[src/rtl/fetch_predict_unit.sv]
// Fetch stage with a direct-mapped BTB and 2-bit saturating branch predictor.
// Optional macro FETCH_BTB_EN enables the BTB; without it fetch is strictly sequential.
module fetch_predict_unit #(
    parameter logic [31:0] PC_INIT   = 32'h0000_0000,
    parameter int          BTB_DEPTH = 16
) (
    input  logic        CLK,
    input  logic        nRST,
    input  logic        ihit,
    input  logic [31:0] imemload,
    output logic [31:0] imemaddr,
    output logic        imemREN,
    input  logic        stall,
    input  logic        flush,
    input  logic [31:0] flush_pc,
    input  logic        halt,
    input  logic        upd_en,
    input  logic [31:0] upd_pc,
    input  logic [31:0] upd_target,
    input  logic        upd_taken,
    output logic        fd_valid,
    output logic [31:0] fd_instr,
    output logic [31:0] fd_pc,
    output logic [31:0] fd_npc,
    output logic        fd_pred_taken,
    output logic [31:0] fd_pred_target
);

    localparam int IDX_W = $clog2(BTB_DEPTH);
    localparam int TAG_W = 30 - IDX_W;

    logic [31:0] pc;
    logic [31:0] pc_plus4;
    logic [31:0] next_pc;
    logic        halted;
    logic        halting;
    logic        pred_taken;
    logic [31:0] pred_target;

    assign pc_plus4 = pc + 32'd4;
    assign imemaddr = pc;
    assign imemREN  = !halted;
    assign halting  = halted | halt;
    assign next_pc  = pred_taken ? pred_target : pc_plus4;

`ifdef FETCH_BTB_EN
    logic [BTB_DEPTH-1:0] btb_valid;
    logic [TAG_W-1:0]     btb_tag    [BTB_DEPTH];
    logic [31:0]          btb_target [BTB_DEPTH];
    logic [1:0]           btb_cnt    [BTB_DEPTH];

    logic [IDX_W-1:0] rd_idx;
    logic [TAG_W-1:0] rd_tag;
    logic [IDX_W-1:0] wr_idx;
    logic [TAG_W-1:0] wr_tag;
    logic             wr_hit;
    logic             unused_upd;

    assign rd_idx = pc[IDX_W+1:2];
    assign rd_tag = pc[31:IDX_W+2];
    assign wr_idx = upd_pc[IDX_W+1:2];
    assign wr_tag = upd_pc[31:IDX_W+2];
    assign wr_hit = btb_valid[wr_idx] && (btb_tag[wr_idx] == wr_tag);

    assign unused_upd = ^upd_pc[1:0];

    // Lookup reads the pre-update array, so a same-cycle write is seen next cycle.
    assign pred_taken  = btb_valid[rd_idx]
                       && (btb_tag[rd_idx] == rd_tag)
                       && btb_cnt[rd_idx][1];
    assign pred_target = pred_taken ? btb_target[rd_idx] : 32'h0;

    always_ff @(posedge CLK) begin
        if (!nRST) begin
            btb_valid <= '0;
            for (int i = 0; i < BTB_DEPTH; i++) begin
                btb_cnt[i]    <= 2'b00;
                btb_tag[i]    <= '0;
                btb_target[i] <= 32'h0;
            end
        end else if (upd_en) begin
            if (wr_hit) begin
                if (upd_taken) begin
                    if (btb_cnt[wr_idx] != 2'b11) begin
                        btb_cnt[wr_idx] <= btb_cnt[wr_idx] + 2'b01;
                    end
                    btb_target[wr_idx] <= upd_target;
                end else if (btb_cnt[wr_idx] != 2'b00) begin
                    btb_cnt[wr_idx] <= btb_cnt[wr_idx] - 2'b01;
                end
            end else if (upd_taken) begin
                btb_valid[wr_idx]  <= 1'b1;
                btb_tag[wr_idx]    <= wr_tag;
                btb_target[wr_idx] <= upd_target;
                btb_cnt[wr_idx]    <= 2'b10;
            end
        end
    end
`else
    logic unused_upd;

    assign pred_taken  = 1'b0;
    assign pred_target = 32'h0;
    assign unused_upd  = ^{upd_en, upd_pc, upd_target, upd_taken};
`endif

    // Priority: reset, halt (sticky), flush, stall, then fetch or bubble.
    always_ff @(posedge CLK) begin
        if (!nRST) begin
            pc             <= PC_INIT;
            halted         <= 1'b0;
            fd_valid       <= 1'b0;
            fd_instr       <= 32'h0;
            fd_pc          <= PC_INIT;
            fd_npc         <= PC_INIT + 32'd4;
            fd_pred_taken  <= 1'b0;
            fd_pred_target <= 32'h0;
        end else if (halting) begin
            halted   <= 1'b1;
            fd_valid <= 1'b0;
        end else if (flush) begin
            pc       <= flush_pc;
            fd_valid <= 1'b0;
        end else if (!stall) begin
            if (ihit) begin
                pc             <= next_pc;
                fd_valid       <= 1'b1;
                fd_instr       <= imemload;
                fd_pc          <= pc;
                fd_npc         <= pc_plus4;
                fd_pred_taken  <= pred_taken;
                fd_pred_target <= pred_target;
            end else begin
                fd_valid <= 1'b0;
            end
        end
    end

endmodule
[config.mk]
export PLATFORM = sky130hd
export DESIGN_NAME = fetch_predict_unit
export DESIGN_NICKNAME = d
export VERILOG_FILES = /design/src/rtl/fetch_predict_unit.sv
export SDC_FILE = /design/constraint.sdc
export NUM_CORES = 1
export LEC_CHECK = 0
export CAP_MARGIN = 10
export CORE_MARGIN = 2
export CORE_UTILIZATION = 41
export CTS_CLUSTER_SIZE = 25
export DETAILED_ROUTE_END_ITERATION = 8
export PLACE_DENSITY = 0.85
export SLEW_MARGIN = 15
export SYNTH_ARGS = -nofsm -noshare
export SYNTH_HDL_FRONTEND = slang
export SYNTH_SLANG_ARGS = --single-unit
[constraint.sdc]
create_clock -name CLK -period 2.54 [get_ports CLK]
set_clock_uncertainty 0.05 [all_clocks]
set_input_delay 0.762 -clock CLK [delete_from_list [all_inputs] [get_ports CLK]]
set_output_delay 0.762 -clock CLK [all_outputs]
set_load 0.02 [all_outputs]
==> flow_summary_export.csv <==
group,metric,value,unit
outcome,status,"finished clean",
sta,hold_viol,0,
sta,maxSlewViolCount,0,
sta,period_share,0.972,
setup_path,startpoint_type,"flip-flop",
logic_synthesis,synth_area,5980,sq um
logic_synthesis,synth_fa_ha_area_frac,0.00209,
setup_path,critical-path-max-stage-delay,0.69,ns
routing,drt_first_iter_violations,420,
final_layout,num_antenna_cells,0,
logic_synthesis,yosys.area_share.simple,0.221,
pwr,leakage,3.15,nW
final_layout,drive_gt1_frac,0.0951,
final_layout,seq_area,2560,sq um
routing,dr.pass1.iters,5,
routing,antenna_left,0,
placed_design,port_buffers,199,
setup_path,worst-setup-path-type,"reg2out",
placed_design,placed_cells,1109,
sta,period_minus_slack,2.47,ns
pwr,power_density,613,nW/um^2
grt,grt_antenna_before_repair,0,
final_layout,fillers,1196,
hold_path,min_delay_path_depth,2,
logic_synthesis,ys.flop_type,"dfxtp_1",
logic_synthesis,async_flop_share,0,
sta,final.setup.worst_slack,0.0707,ns
logic_synthesis,synth_area_leaders,"dfxtp_1 43%, nand2_1 10%, a21oi_1 8.5%, buf_4 6.0%, o21ai_0 3.2%",
placed_design,pre_cts_slack,-0.100,ns
routing,routed_wl,17900,microns
logic_synthesis,synth_cell_types,58,
sta,rsz0062_at_grt,"false",
setup_path,crit_cells,1,
cts,cts_sinks,128,
logic_synthesis,syn_area_per_cell,7.98,sq um
logic_synthesis,synth_compound_area_frac,0.194,
setup_path,cp_data_required_time,1.73,ns
logic_synthesis,yosys_warnings,0,
placed_design,dp_hpwl,12600,microns
cts,cts-root-buf,"clkbuf_16",
grt,grt_max_degree,56,
grt,grt_pass1_wl,28600,microns
die,coreArea,14400,sq um
die,design.die.area,15600,sq um
setup_path,path_buf_inv,1,
routing,wl_per_cell,15.7,microns
setup_path,rr_worst_depth,6,
setup_path,crit_slowest_cell,"clkdlybuf4s50_1",
logic_synthesis,synthTopCellsByCount,"166 x nand2_1, 128 x dfxtp_1, 102 x a21oi_1",
grt,grt_pass1_vias,5821,
cts,cts_buffers,17,
cts,htreeDepth,4,
logic_synthesis,synth_top_area_frac,0.428,
setup_path,end_kind,"primary output",
logic_synthesis,yosys.area.top_type,"dfxtp_1",
sta,max-slew-margin-rel,0.651,
logic_synthesis,ys_ff_latch,128,
logic_synthesis,yosysMostFrequentCell,"nand2_1",
logic_synthesis,muxShareOfSynthArea,0.00837,
cts,cts_tree,"yes",
logic_synthesis,synth_xor_area_frac,0.0395,
final_layout,multi_input_area,2910,sq um
flow_run,drv_cap,0,
sta,timing.fmax,405,MHz
grt,top_usage_layer,"met2",
grt,grt_usage,0.227,
final_layout,area_growth_syn_to_layout,47.4,%
grt,grtUsageMet3,0.0812,
final_layout,final_cell_count_no_fill,1141,
sta,tightest_slew,0.519,ns
die,die_y,125,microns
grt,globalRouteOverflowTotal,0,
setup_path,crit_family,"buffers and inverters",
grt,grt_util_met2,0.378,
logic_synthesis,synth-edff-count,0,
routing,vias_per_cell,5.26,
cts,clk_path_buf_depth,2,
routing,drc,0,
setup_path,cp.arrival,1.66,ns
grt,use_met1,0.268,
logic_synthesis,synth_top_family_by_area,"simple AND/OR/NAND/NOR gates",
die,die_w,125,microns
final_layout,layout.nets,1081,
pwr,total_power,5.41,mW
logic_synthesis,synthCells,749,
logic_synthesis,synth-seq-area-share,0.428,
hold_path,hp-class,"reg2reg",
sta,setup_viol,0,
cts,clk_pin_slew_worst_paths,0.06,ns
pwr,irDropWorstVdd,0.000518,V
setup_path,crit_fanout,8,
routing,num_vias,6000,
placed_design,gp_congestion,0.840,
cts,worstSkewPairLatency,0.42,ns
die,top_level_ports,299,
setup_path,worstPathCellList,"clkdlybuf4s50_1",
die,initial_utilization,0.416,
die,rows,44,
## routing by layer
| metal | up-vias | routed length [microns] |
|---|---|---|
| met1 | 2804 | 7340 |
| met3 | 31 | 1440 |
| met5 | - | 0 |
| met4 | 0 | 360 |
| li1 | 2915 | - |
| met2 | 250 | 8800 |
## cell usage in the layout (no fill, tap or decap), types with 3 or more instances in the layout
| cell type | count |
|---|---|
| inv_1 | 6 |
| buf_4 | 32 |
| bufinv_16 | 4 |
| a31oi_1 | 9 |
| clkbuf_16 | 17 |
| buf_12 | 10 |
| a32o_1 | 5 |
| and2_1 | 4 |
| xnor2_1 | 12 |
| a21oi_1 | 102 |
| mux2i_1 | 5 |
| nor4_1 | 4 |
| dfxtp_1 | 126 |
| a22oi_1 | 3 |
| o22ai_1 | 5 |
| xor2_1 | 15 |
| o31ai_1 | 4 |
| nand2_1 | 166 |
| nor2_1 | 41 |
| o41ai_1 | 3 |
| nand3_1 | 14 |
| clkdlybuf4s50_1 | 198 |
| and3_1 | 11 |
| a211oi_1 | 12 |
| or3_1 | 5 |
| clkinv_4 | 3 |
| a22o_1 | 3 |
| nand4_1 | 13 |
| conb_1 | 33 |
| nor3_1 | 4 |
| o21ai_0 | 38 |
| nand3_2 | 3 |
| clkbuf_8 | 4 |
## final cells by class
type | count | area share
Clock buffer | 21 | 0.0545
Clock inverter | 11 | 0.0200
Inverter | 8 | 0.00355
Multi-Input combinational cell | 548 | 0.330
Sequential cell | 128 | 0.291
Tap cell | 184 | 0.0261
Timing Repair Buffer | 241 | 0.275
## cells by family (layout without fill, tap and decap cells)
group / Yosys count / count (layout)
AO/OA/AOI/OAI: 199 / 199
XOR/XNOR: 27 / 27
adder cells (fa/ha/maj): 1 / 1
buffers and inverters: 105 / 281
flip-flops: 128 / 128
multiplexers: 5 / 5
other: 1 / 33
AND/OR/NAND/NOR: 283 / 283
## metrics by stage
stage	hold WS, ns	instance area (sq um)	TNS, ns	utilization
floorplan	0.386	6100	0	-
CTS	0.403	8820	0	0.614
global placement	0.390	8160	-1.35	0.568
detailed placement	0.395	8160	-3.13	0.568
global route	0.415	8820	0	0.614
finish	0.400	8820	0	0.614
## report_power, final
part           switching (mW)  leakage, nW  internal (mW)
Clock                   0.939        0.320           1.76
Combinational           0.314         1.79          0.282
Sequential             0.0595         1.04           2.06
## flip-flops by register name, summed over array words and instances (netlist names)
name / flops
fd_valid: 1
fd_pc: 32
fd_instr: 32
imemaddr: 32
fd_npc: 30
halted: 1
## path summary, 6_finish.rpt
check | from | end | slack, ns
setup / recovery | imemaddr[22]$_SDFFE_PN0P_ | imemaddr[22] | 0.07
hold reg to reg | fd_instr[7]$_SDFFE_PN0P_ | fd_instr[7]$_SDFFE_PN0P_ | 0.40
hold / removal | fd_instr[7]$_SDFFE_PN0P_ | fd_instr[7]$_SDFFE_PN0P_ | 0.40
setup reg to reg | imemaddr[2]$_SDFFE_PN0P_ | imemaddr[24]$_SDFFE_PN0P_ | 0.38
## repair_timing
action,in CTS,in global routing
hold buffers,0,0
pin swaps,0,0
gates resized for setup,1,1
buffers inserted,0,0
endpoints found under the setup margin,1,1
(Power assumes the default switching activity.)
